<file path="src/rtl/uart_tx_ctrl.sv">
// Memory-mapped UART transmitter: CPU writes bytes into a small FIFO
// (DATA register); a serializer sends 8N1 frames on o_tx. STATUS reports FIFO/serializer/overflow.
module uart_tx_ctrl #(
  parameter logic [15:0] BASE_ADDR    = 16'h0F00,
  parameter int unsigned CLKS_PER_BIT = 16,
  parameter int unsigned FIFO_DEPTH   = 8
) (
  input  logic        i_clk,
  input  logic        i_rst,
  input  logic [15:0] i_addr,
  input  logic        i_rw,
  input  logic [7:0]  i_din,
  output logic [7:0]  o_dout,
  output logic        o_sel,
  output logic        o_tx,
  output logic        o_busy
);

  localparam int unsigned AW        = $clog2(FIFO_DEPTH);
  localparam logic [15:0] STAT_ADDR = BASE_ADDR + 16'd1;
  localparam logic [15:0] CNT_LAST  = 16'(CLKS_PER_BIT - 1);
  localparam logic [AW:0] DEPTH     = FIFO_DEPTH[AW:0];

  typedef enum logic [1:0] {S_IDLE, S_START, S_DATA, S_STOP} state_t;

  logic [7:0]    mem_q [FIFO_DEPTH];
  logic [AW-1:0] wr_ptr_q, wr_ptr_d, rd_ptr_q, rd_ptr_d;
  logic [AW:0]   count_q, count_d;
  logic          ovf_q, ovf_d;
  logic [7:0]    dout_q, dout_d;
  state_t        state_q, state_d;
  logic [15:0]   baud_q, baud_d;
  logic [2:0]    bit_q, bit_d;
  logic [7:0]    shift_q, shift_d;
  logic          tx_q, tx_d;

  logic sel_data, sel_stat, full, empty, pop, wr_data, push, ovf_hit;
  logic [7:0] status;

  assign sel_data = (i_addr == BASE_ADDR);
  assign sel_stat = (i_addr == STAT_ADDR);
  assign o_sel    = sel_data | sel_stat;

  assign full  = (count_q == DEPTH);
  assign empty = (count_q == '0);

  // Pop decision uses the registered count, so a byte pushed into an empty FIFO waits one edge.
  assign pop     = (state_q == S_IDLE) && !empty;
  assign wr_data = !i_rw && sel_data;
  assign push    = wr_data && (!full || pop);
  assign ovf_hit = wr_data && full && !pop;

  assign status = {ovf_q, 4'b0000, (state_q != S_IDLE), empty, full};

  always_comb begin
    wr_ptr_d = wr_ptr_q;
    rd_ptr_d = rd_ptr_q;
    count_d  = count_q;
    ovf_d    = ovf_q;
    dout_d   = dout_q;
    if (push) wr_ptr_d = wr_ptr_q + 1'b1;
    if (pop)  rd_ptr_d = rd_ptr_q + 1'b1;
    case ({push, pop})
      2'b10:   count_d = count_q + 1'b1;
      2'b01:   count_d = count_q - 1'b1;
      default: count_d = count_q;
    endcase
    if (ovf_hit)
      ovf_d = 1'b1;
    else if (!i_rw && sel_stat && i_din[7])
      ovf_d = 1'b0;
    if (i_rw && sel_stat)
      dout_d = status;
    else if (i_rw && sel_data)
      dout_d = 8'h00;
  end

  always_comb begin
    state_d = state_q;
    baud_d  = baud_q;
    bit_d   = bit_q;
    shift_d = shift_q;
    tx_d    = tx_q;
    case (state_q)
      S_IDLE: begin
        tx_d = 1'b1;
        if (pop) begin
          shift_d = mem_q[rd_ptr_q];
          baud_d  = '0;
          bit_d   = '0;
          tx_d    = 1'b0;
          state_d = S_START;
        end
      end
      S_START: begin
        if (baud_q == CNT_LAST) begin
          baud_d  = '0;
          tx_d    = shift_q[0];
          state_d = S_DATA;
        end else begin
          baud_d = baud_q + 16'd1;
        end
      end
      S_DATA: begin
        if (baud_q == CNT_LAST) begin
          baud_d = '0;
          if (bit_q == 3'd7) begin
            tx_d    = 1'b1;
            state_d = S_STOP;
          end else begin
            bit_d   = bit_q + 3'd1;
            shift_d = {1'b0, shift_q[7:1]};
            tx_d    = shift_q[1];
          end
        end else begin
          baud_d = baud_q + 16'd1;
        end
      end
      S_STOP: begin
        if (baud_q == CNT_LAST) begin
          baud_d  = '0;
          state_d = S_IDLE;
        end else begin
          baud_d = baud_q + 16'd1;
        end
      end
      default: state_d = S_IDLE;
    endcase
  end

  always_ff @(posedge i_clk) begin
    if (i_rst) begin
      wr_ptr_q <= '0;
      rd_ptr_q <= '0;
      count_q  <= '0;
      ovf_q    <= 1'b0;
      dout_q   <= '0;
      state_q  <= S_IDLE;
      baud_q   <= '0;
      bit_q    <= '0;
      shift_q  <= '0;
      tx_q     <= 1'b1;
    end else begin
      wr_ptr_q <= wr_ptr_d;
      rd_ptr_q <= rd_ptr_d;
      count_q  <= count_d;
      ovf_q    <= ovf_d;
      dout_q   <= dout_d;
      state_q  <= state_d;
      baud_q   <= baud_d;
      bit_q    <= bit_d;
      shift_q  <= shift_d;
      tx_q     <= tx_d;
    end
  end

  always_ff @(posedge i_clk) begin
    if (!i_rst && push) mem_q[wr_ptr_q] <= i_din;
  end

  assign o_dout = dout_q;
  assign o_tx   = tx_q;
  assign o_busy = !empty || (state_q != S_IDLE);

endmodule

</file>
<file path="config.mk">
export PLATFORM = sky130hd
export DESIGN_NAME = uart_tx_ctrl
export DESIGN_NICKNAME = d
export VERILOG_FILES = /design/src/rtl/uart_tx_ctrl.sv
export SDC_FILE = /design/constraint.sdc
export NUM_CORES = 1
export LEC_CHECK = 0
export ABC_AREA = 1
export BUFFER_PORTS_ARGS = -buffer_cell sky130_fd_sc_hd__buf_2
export CAP_MARGIN = 20
export CORE_AREA = 10 10 121 123
export CTS_CLUSTER_SIZE = 16
export DETAILED_ROUTE_END_ITERATION = 12
export DIE_AREA = 0 0 131 133
export PLACE_DENSITY = 0.65
export SLEW_MARGIN = 20
export SYNTH_ARGS = -nofsm -noshare
export SYNTH_HDL_FRONTEND = slang
export SYNTH_SLANG_ARGS = --single-unit
export TNS_END_PERCENT = 5
</file>
<file path="constraint.sdc">
create_clock -name i_clk -period 2.1 [get_ports i_clk]
set_input_delay 0.315 -clock i_clk [delete_from_list [all_inputs] [get_ports i_clk]]
set_output_delay 0.315 -clock i_clk [all_outputs]
set_load 0.05 [all_outputs]
</file>
==> impl_summary.log <==
INFO  metric hpwlAfterDp = 8.62 mm
INFO  metric clock_tree.htree_level_count = 3
INFO  metric finalNonFillerCells = 829
INFO  metric design_power_total = 7.03 mW
INFO  metric ant_nets = 0
INFO  metric hp-class = input pin to flip-flop
INFO  metric ir_drop = 661 uV
INFO  metric globalRouteMet2Util = 0.230
INFO  metric avgSynthCellArea = 8.85 um^2
INFO  metric die_w = 131 um
INFO  metric grt_antenna_before_repair = 0
INFO  metric grt_first_pass_wirelength = 20.0 mm
INFO  metric place.detailed.instances = 813
INFO  metric clock_pin_transition_on_the_worst_setup_and_hold_timing_paths = 80 ps
INFO  metric synth_edf_count = 64
INFO  metric sequential_cell_area = 2880 um^2
INFO  metric rsz0062_at_grt = no
INFO  metric final_layout_size_suffix_gt1_frac = 0.180
INFO  metric ws_path_type = flip-flop to flip-flop
INFO  metric cts_resized = 0
INFO  metric skew = 9.15 ps
INFO  metric outcome = completed
INFO  metric grt_util_met3 = 0.0408
INFO  metric num_io_pins = 38
INFO  metric synthFlopType = edfxtp_1
INFO  metric synthDistinctLibCells = 42
INFO  metric critical-path-top-cell-by-count = nand2_1
INFO  metric synth_cells = 610
INFO  metric drtPass1Iterations = 6
INFO  metric final-hold-violation-count = 0
INFO  metric clock_tree_root_buffer_cell = clkbuf_16
INFO  metric floorplan_row_count = 41
INFO  metric core_area = 12400 um^2
INFO  metric slew_violations = 0
INFO  metric worstMarginPinSlew = 508 ps
INFO  metric tritoncts = yes
INFO  metric worstSkewPairLatency = 360 ps
INFO  metric yosys_register_bits = 112
INFO  metric min_tclk_post_route = 1950 ps
INFO  metric area_of_combinational_cells_with_multiple_inputs = 2160 um^2
INFO  metric ys_async_sr_fraction = 0
INFO  metric seq_area_frac_synth = 0.534
INFO  metric worstPathCellList = inv_1 > ha_1 > inv_2 > nand2_1 > nand3_1 > nor2_1 > nand2_1 > nor3_1 > buf_4
INFO  metric worst-path-max-fanout = 8
INFO  metric setup-tns-final = 0 ps
INFO  metric finalNetCount = 690
INFO  metric synth_top_cell_area_share = 0.356
INFO  metric slowest_delay = 350 ps
INFO  metric ys.warnings.count = 0
INFO  metric timing.critical_path.from_type = flip-flop
INFO  metric relSlewSlack = 0.658
INFO  metric reg2reg_slack = 150 ps
INFO  metric cts.repair_timing.setup_buffer_count = 0
INFO  metric stdcell_area = 6120 um^2
INFO  metric cpLargestDelayFamily = simple AND/OR/NAND/NOR gates
INFO  metric detail_route.drc_violations = 0
INFO  metric post_synthesis_instance_area = 5400 um^2
INFO  metric maximum_buffer_depth_of_the_clock_tree = 2
INFO  metric grt_start_max_net_pins = 33
INFO  metric clock-sinks = 112
INFO  metric global_route.peak_usage_layer = met2
INFO  metric detail_route.vias_per_cell = 5.13
INFO  metric utilization = 0.495
INFO  metric grt_use_total = 0.144
INFO  metric crit_path_top_delay_cell = dfxtp_1
INFO  metric period_share = 0.929
INFO  metric synthToLayoutAreaGrowth = 13.4%
INFO  metric timing.critical_path.buf_inv = 3
INFO  metric grt.overflow.total = 0
INFO  metric arrival_time_at_the_worst_endpoint = 2020 ps
INFO  metric totalWireLength = 12.0 mm
INFO  metric globalRouteMet1Util = 0.184
INFO  metric place_area = 5800 um^2
INFO  metric initial_core_util = 0.436
INFO  metric avgRoutedWirePerCell = 14.5 um
INFO  metric achievable_clock_frequency = 0.513 GHz
INFO  metric num-fill-cells = 1171
INFO  metric total_leakage_power = 2.35 nW
INFO  metric grt_pass1_vias = 4164
INFO  metric synth.top_cells.by_area = edfxtp_1, dfxtp_1, nand2_1
INFO  metric synth_top_cell_by_area = edfxtp_1
INFO  metric floorplan.die_area = 17400 um^2
INFO  metric cts_hold_buffers = 0
INFO  metric drv_cap = 0
INFO  metric cellPowerDensity = 1150 nW/um^2
INFO  metric cts_inserted_buffers = 9
INFO  metric critical_path_required = 2170 ps
INFO  metric setup_slack = 150 ps
INFO  metric detailedRoute.firstIterationViolations = 337
INFO  metric detailedPlace.worstSlack = 98.1 ps
INFO  metric synth.most_common_cell = nand2_1
INFO  metric number_of_i_o_port_buffers = 33
INFO  metric hold_ws = 255 ps
INFO  metric vias = 4256
INFO  metric gp_congestion = 0.875
INFO  metric post_synth_most_frequent_cells = nand2_1, edfxtp_1, nor2_1, o21ai_0, inv_1
INFO  metric floorplan.die.height = 133 um
INFO  metric setup-violations-final = 0
INFO  metric insertedDiodeCount = 0
INFO  metric cp-end-kind = flip-flop
[sequential cells by signal, indices dropped and copies added (netlist names), named ones only]
signal    cells
ovf_q         1
count_q       4
state_q       2
wr_ptr_q      3
bit_q         3
rd_ptr_q      3
o_tx          1
shift_q       8
mem_q        64
o_dout        4
baud_q       16
[power breakdown]
part	switching (mW)	total (mW)	leakage, nW	internal, mW
clock	0.833	1.77	0.154	0.941
sequential	0.111	2.60	0.966	2.49
combinational	1.76	2.66	1.23	0.896
[layer usage]
layer  wire [um]  up-vias
met2        5680      106
li1            -     2152
met3         676       12
met4         106        0
met1        5540     1986
met5           0        -
[path summary, 6_finish.rpt]
path	start	end	cells after the start
max	state_q[0]$_SDFFE_PP0P_	mem_q[6][7]$_DFFE_PP_	9
min reg2reg	shift_q[7]$_SDFFE_PP0P_	shift_q[7]$_SDFFE_PP0P_	2
max reg2reg	state_q[0]$_SDFFE_PP0P_	mem_q[6][7]$_DFFE_PP_	9
min	i_din[1]	mem_q[7][1]$_DFFE_PP_	1
[logic make-up after synthesis]
logic type / Yosys count / share of synthesized area
adders and majority gates: 11 / 0.0255
other: 1 / 0.000695
xor gates and xnor gates: 2 / 0.00325
and+or+nand+nor: 282 / 0.242
buffers and inverters: 84 / 0.0700
DFF: 112 / 0.534
AOI/OAI and AO/OA: 118 / 0.125
[layout make-up]
cell class / count / share of cell area
Clock buffer: 11 / 0.0431
Clock inverter: 5 / 0.00899
Inverter: 58 / 0.0364
Multi-Input combinational cell: 417 / 0.353
Sequential cell: 112 / 0.471
Tap cell: 172 / 0.0352
Timing Repair Buffer: 54 / 0.0527
[cell usage in the layout, fill, tap and decap left out, drive strengths merged]
master    instances
xor2              2
a211oi            1
inv              59
a21oi            40
dfxtp            48
nor3             14
clkinvlp          1
nand3            39
nor2             68
clkinv            3
o21ai            56
clkbuf           11
o31ai             1
o22ai             9
conb              4
o211ai            1
edfxtp           64
nand4            15
nand2           120
and3              1
nand3b            2
or2              19
o21a              7
buf              54
o21bai            2
nor4              4
o221ai            1
ha               11
No activity file was read; power rests on OpenSTA's default activity.
